--- config.mk ---
export PLATFORM = sky130hd
export DESIGN_NAME = fir_mac_scheduler
export DESIGN_NICKNAME = d
export VERILOG_FILES = /design/src/rtl/fir_sched_pkg.sv /design/src/rtl/fir_delay_line.sv /design/src/rtl/fir_mac_scheduler.sv
export SDC_FILE = /design/constraint.sdc
export NUM_CORES = 2
export LEC_CHECK = 0
export BUFFER_PORTS_ARGS = -buffer_cell sky130_fd_sc_hd__buf_4
export CAP_MARGIN = 30
export CORE_MARGIN = 2
export CORE_UTILIZATION = 45
export CTS_BUF_LIST = sky130_fd_sc_hd__clkbuf_4
export DETAILED_ROUTE_END_ITERATION = 6
export PLACE_DENSITY_LB_ADDON = 0.2
export RECOVER_POWER = 25
export REMOVE_ABC_BUFFERS = 1
export SLEW_MARGIN = 20
export SYNTH_ARGS = -nofsm -noshare
export SYNTH_HDL_FRONTEND = slang
export SYNTH_SLANG_ARGS = --single-unit
export TNS_END_PERCENT = 100
--- constraint.sdc ---
create_clock -name clk -period 26.2 [get_ports clk]
set_input_delay 3.93 -clock clk [delete_from_list [all_inputs] [get_ports clk]]
set_output_delay 3.93 -clock clk [all_outputs]
set_load 0.03 [all_outputs]
--- src/rtl/fir_sched_pkg.sv ---
// Shared types and helpers for the time-multiplexed FIR family.
// round_sat works on a 64-bit container so any accumulator up to 63 bits can reuse it.
package fir_sched_pkg;

    typedef enum logic [1:0] {IDLE, MAC, DRAIN, OUT} state_t;

    function automatic int prod_width(input int data_width, input int coef_width);
        return data_width + coef_width;
    endfunction

    function automatic int idx_width(input int taps);
        return (taps > 1) ? $clog2(taps) : 1;
    endfunction

    // Round half up, arithmetic shift, then clamp to a signed data_width range.
    function automatic logic signed [63:0] round_sat(input logic signed [63:0] acc,
                                                     input int shift,
                                                     input int data_width);
        logic signed [63:0] y;
        logic signed [63:0] hi;
        logic signed [63:0] lo;
        // NOTE: blocking assignments are right here; these are function locals, not state.
        y  = (acc + (64'sd1 <<< (shift - 1))) >>> shift;
        hi = (64'sd1 <<< (data_width - 1)) - 64'sd1;
        lo = -(64'sd1 <<< (data_width - 1));
        if (y > hi) return hi;
        if (y < lo) return lo;
        return y;
    endfunction

endpackage

--- src/rtl/fir_delay_line.sv ---
// Circular sample buffer: one write port advancing wr_ptr, one read port at (base - offset) mod TAPS.
module fir_delay_line
    import fir_sched_pkg::*;
#(
    parameter int DATA_WIDTH = 16,
    parameter int TAPS       = 32,
    parameter int IDX_WIDTH  = idx_width(TAPS)
) (
    input  logic                         clk,
    input  logic                         rst,
    input  logic                         wr_en,
    input  logic signed [DATA_WIDTH-1:0] wr_data,
    input  logic        [IDX_WIDTH-1:0]  base,
    input  logic        [IDX_WIDTH-1:0]  offset,
    output logic        [IDX_WIDTH-1:0]  wr_ptr,
    output logic signed [DATA_WIDTH-1:0] rd_data
);

    localparam logic [IDX_WIDTH-1:0] LAST   = IDX_WIDTH'(TAPS - 1);
    localparam logic [IDX_WIDTH-1:0] TAPS_M = IDX_WIDTH'(TAPS);

    logic signed [DATA_WIDTH-1:0] line [TAPS];
    logic        [IDX_WIDTH-1:0]  rd_idx;

    // Explicit compare keeps the wrap correct for non-power-of-2 depths.
    always_comb begin
        if (offset > base) rd_idx = base + TAPS_M - offset;
        else               rd_idx = base - offset;
    end

    assign rd_data = line[rd_idx];

    always_ff @(posedge clk) begin
        if (rst) begin
            wr_ptr <= '0;
            // NOTE: the line is reset on purpose so an aborted or fresh filter starts from silence.
            for (int i = 0; i < TAPS; i++) line[i] <= '0;
        end else if (wr_en) begin
            line[wr_ptr] <= wr_data;
            wr_ptr       <= (wr_ptr == LAST) ? '0 : wr_ptr + 1'b1;
        end
    end

endmodule

--- src/rtl/fir_mac_scheduler.sv ---
// Single-MAC FIR: accepts a sample, runs TAPS multiply-accumulate cycles, then
// presents a rounded and saturated result on a valid/ready output.
module fir_mac_scheduler
    import fir_sched_pkg::*;
#(
    parameter int DATA_WIDTH = 16,
    parameter int COEF_WIDTH = 16,
    parameter int ACC_WIDTH  = 40,
    parameter int TAPS       = 32,
    parameter int OUT_SHIFT  = 15,
    localparam int IDX_WIDTH  = idx_width(TAPS),
    localparam int PROD_WIDTH = prod_width(DATA_WIDTH, COEF_WIDTH)
) (
    input  logic                         clk,
    input  logic                         rst,
    input  logic                         in_valid,
    output logic                         in_ready,
    input  logic signed [DATA_WIDTH-1:0] in_data,
    output logic                         out_valid,
    input  logic                         out_ready,
    output logic signed [DATA_WIDTH-1:0] out_data,
    input  logic                         coef_we,
    input  logic        [IDX_WIDTH-1:0]  coef_addr,
    input  logic signed [COEF_WIDTH-1:0] coef_wdata,
    output logic                         coef_err,
    output logic                         busy
);

    localparam logic [IDX_WIDTH-1:0] LAST   = IDX_WIDTH'(TAPS - 1);
    localparam logic [IDX_WIDTH:0]   TAPS_W = (IDX_WIDTH + 1)'(TAPS);

    state_t                       state;
    logic        [IDX_WIDTH-1:0]  k;
    logic        [IDX_WIDTH-1:0]  base;
    logic        [IDX_WIDTH-1:0]  wr_ptr;
    logic signed [DATA_WIDTH-1:0] rd_data;
    logic signed [COEF_WIDTH-1:0] coef [TAPS];
    logic signed [PROD_WIDTH-1:0] prod;
    logic signed [ACC_WIDTH-1:0]  acc;
    logic signed [ACC_WIDTH-1:0]  acc_sum;
    logic                         accept;
    logic                         coef_ok;

    // A coefficient write in IDLE wins over a pending sample so the sample never sees a half-updated bank.
    assign in_ready = (state == IDLE) && !coef_we && !rst;
    assign accept   = in_valid && in_ready;
    assign busy     = (state != IDLE);
    assign coef_ok  = (state == IDLE) && ({1'b0, coef_addr} < TAPS_W);
    assign acc_sum  = acc + {{(ACC_WIDTH - PROD_WIDTH){prod[PROD_WIDTH-1]}}, prod};

    fir_delay_line #(
        .DATA_WIDTH(DATA_WIDTH),
        .TAPS      (TAPS),
        .IDX_WIDTH (IDX_WIDTH)
    ) u_line (
        .clk    (clk),
        .rst    (rst),
        .wr_en  (accept),
        .wr_data(in_data),
        .base   (base),
        .offset (k),
        .wr_ptr (wr_ptr),
        .rd_data(rd_data)
    );

    always_ff @(posedge clk) begin
        if (rst) begin
            state     <= IDLE;
            k         <= '0;
            base      <= '0;
            prod      <= '0;
            acc       <= '0;
            out_valid <= 1'b0;
            out_data  <= '0;
            coef_err  <= 1'b0;
            for (int i = 0; i < TAPS; i++) coef[i] <= '0;
        end else begin
            coef_err <= coef_we && !coef_ok;
            if (coef_we && coef_ok) coef[coef_addr] <= coef_wdata;

            case (state)
                IDLE: begin
                    if (accept) begin
                        acc   <= '0;
                        k     <= '0;
                        base  <= wr_ptr;
                        state <= MAC;
                    end
                end
                MAC: begin
                    // The product lags the read by one cycle, so the first MAC cycle has nothing to add.
                    prod <= PROD_WIDTH'(coef[k]) * PROD_WIDTH'(rd_data);
                    if (k != '0) acc <= acc_sum;
                    if (k == LAST) state <= DRAIN;
                    else           k     <= k + 1'b1;
                end
                DRAIN: begin
                    acc       <= acc_sum;
                    out_data  <= DATA_WIDTH'(round_sat(64'(acc_sum), OUT_SHIFT, DATA_WIDTH));
                    out_valid <= 1'b1;
                    state     <= OUT;
                end
                OUT: begin
                    if (out_ready) begin
                        out_valid <= 1'b0;
                        state     <= IDLE;
                    end
                end
                default: state <= IDLE;
            endcase
        end
    end

endmodule

==> out/metrics.yaml <==
synthTopCellsByArea: "edfxtp_1 (48%), mux4_2 (11%), and2_1 (10%)"
yosys_warnings: 0
fin_nets: 5551
grt_max_degree: 66
grt_pass1_wl_um: 261600
ys_seq_area_frac: 0.5192
crit_slowest_cell: "clkbuf_1"
synth_area_leader_cell: "edfxtp_1"
ys_types: 81
hold_buffers: 0
skew_ns: 0.1158
clockBufferDepth: 4
grt_use_total: 0.2433
grt_pass1_vias: 40790
dp.cells: 6639
pin_count: 62
overflow: 0
violations: "capacitance limit, slew limit"
hold_path.class: "flip-flop to flip-flop"
worstSetupPathType: "flip-flop to flip-flop"
crit_fanout: 48
vias: 40110
drc_errors: 0
syn_to_final_growth_pct: 10.81
insertion_delay_ns: 1.27
wl_per_cell_um: 24.33
path_clk_slew_ns: 0.06
synth_seq_cells: 1136
synth_edf_count: 1024
antenna_found_initial: 9
ff2ff_setup_slack_ns: 13.38
drtIter0Drc: 3880
status: "finished with violations"
rows: 137
clock_sinks: 1136
die_w_um: 379.8
cts_root_buffer: "clkbuf_4"
portBuffers: 61
finalSetupViolCount: 0
viasPerCell: 5.569
synth.cell_area_um2: 63540
rsz0062_at_grt: "no"
maxSlewViolCount: 212
synthArstFlopShare: 0
fmax_mhz: 78.02
start_kind: "flip-flop"
cts_tree: "built"
critPathCaptureType: "flip-flop"
post_cts_resized: 0
avgSynthCellArea_um2: 13.03
postSynthCellCount: 4876
cts_buffers: 329
tightest_slew_ns: 3.966
start_util: 0.4542
synth_top_area_share: 0.4840
cts-htree-levels: 5
cpPeakStageDelay_ns: 2.83
fp.dieH_um: 379.8
place_hpwl_um: 114200
maxCapViolations: 5
gp_congestion: 0.9348
fin_crit_ns: 12.82
drt_wl_total_um: 175200
nFillCells: 12180
cp_common_cell: "inv_1"
cts_setup_buffers: 0
drive_gt1_frac: 0.2066
max_slew_margin: -1.644
dieArea_um2: 144200
layout.cells.non_filler: 7203
arrival_ns: 13.87
period_share: 0.4892
finalHoldViolations: 0
first_pass_iters: 5
core_um2: 139900
critical_path_required_ns: 27.26
fin_setup_tns_ns: 0
drtAntennaViolNets: 0
synth_flop_cell: "edfxtp_1"
==> cells in the mapped netlist, types with 5 or more instances <==
library cell	n
a211oi_1	13
o211ai_1	8
a22oi_1	33
mux4_2	314
fa_1	265
nand2b_1	28
mux2i_1	40
nand3b_1	10
nor2_1	338
and2_1	1040
nand2_1	212
a21oi_1	85
o21a_1	7
or3_1	13
o32ai_1	15
ha_1	137
nor3_1	24
xor2_1	16
o211a_1	7
dfxtp_1	112
a21o_1	39
buf_1	33
nand4_1	8
nor4b_1	6
a31oi_1	19
edfxtp_1	1024
o21bai_1	8
or2_2	14
o31ai_1	6
xnor2_1	65
nand3_1	43
nor4_1	9
inv_1	346
clkbuf_1	291
and3_1	15
nor2b_1	19
mux2_2	16
o21ai_0	115
or4_1	5
==> final timing paths <==
path | start | end | depth (start not counted)
max | base[0]$_SDFFE_PP0P_ | prod[30]$_SDFFE_PP0P_ | 35
min | base[0]$_SDFFE_PP0P_ | base[0]$_SDFFE_PP0P_ | 2
max reg2reg | base[0]$_SDFFE_PP0P_ | prod[30]$_SDFFE_PP0P_ | 35
min reg2reg | base[0]$_SDFFE_PP0P_ | base[0]$_SDFFE_PP0P_ | 2
==> layer usage <==
metal,GRT usage,share of wire
met1,0.3379,0.42
met2,0.3813,0.47
met3,0.04713,0.079
met4,0.09017,0.031
met5,0,0.00011
==> final cells by class <==
type,instances,area [um2],share of cell area
clock buffer,490,3679,0.05225
timing repair buffer,230,1727,0.02452
multi-input combinational,3064,28100,0.3990
sequential,1136,33000,0.4687
clock inverter,53,239.0,0.003394
inverter,346,1299,0.01845
tap,1876,2347,0.03334
antenna,8,20.02,0.0002843
==> worst max-delay path, delay by kind of cell, from the launching register on <==
family | cells | cell delay [ns]
flops | 1 | 0.33
mux | 1 | 0.64
compound gates | 11 | 3.39
fa+ha+maj | 8 | 3.29
simple gates | 7 | 0.88
buf+inv | 8 | 4.06
==> cell usage in the layout (no fill, tap or decap), types with 28 or more instances in the layout <==
cell / count
a21o_1: 39
a21oi_1: 85
a22oi_1: 33
and2_0: 111
and2_1: 930
buf_4: 164
clkbuf_1: 37
clkbuf_4: 491
clkinv_1: 40
dfxtp_1: 108
edfxtp_1: 1024
fa_1: 264
ha_1: 135
inv_1: 346
mux2i_1: 38
mux4_2: 314
nand2_1: 212
nand2b_1: 28
nand3_1: 43
nor2_1: 317
o21ai_0: 70
o21ai_1: 49
xnor2_1: 62
==> sequential cells by signal, summed over array words and instances, names as in the netlist, 5 cells and up, named ones only <==
| signal | count |
|---|---|
| acc | 40 |
| base | 5 |
| coef | 512 |
| k | 5 |
| out_data | 16 |
| prod | 32 |
| u_line.line | 512 |
| u_line.wr_ptr | 5 |
==> kinds of logic (layout without fill, tap and decap cells) <==
family,count (synthesis),in the layout,synth area share
xor gates and xnor gates,82,82,0.01142
AOI/OAI and AO/OA,409,409,0.04224
buffers and inverters,676,1119,0.04029
other,0,8,0
adders and majority gates,402,402,0.1105
DFF,1136,1136,0.5192
muxes,370,370,0.1204
and+or+nand+nor,1801,1801,0.1559
==> metrics by stage <==
stage	worst slack, ns	utilization	cell area [um2]	hold WS, ns
floorplan	13.57	-	62280	0.4295
global placement	15.58	0.4725	66080	0.4428
detailed placement	15.47	0.4755	66510	0.4624
CTS	15.43	0.5035	70430	0.4707
global route	12.56	0.5033	70400	0.4971
finish	13.38	0.5034	70410	0.4678
Power is left out: the tool's default activity adds up to more than one toggle a clock period on the data nets, which glitch-free logic cannot reach.
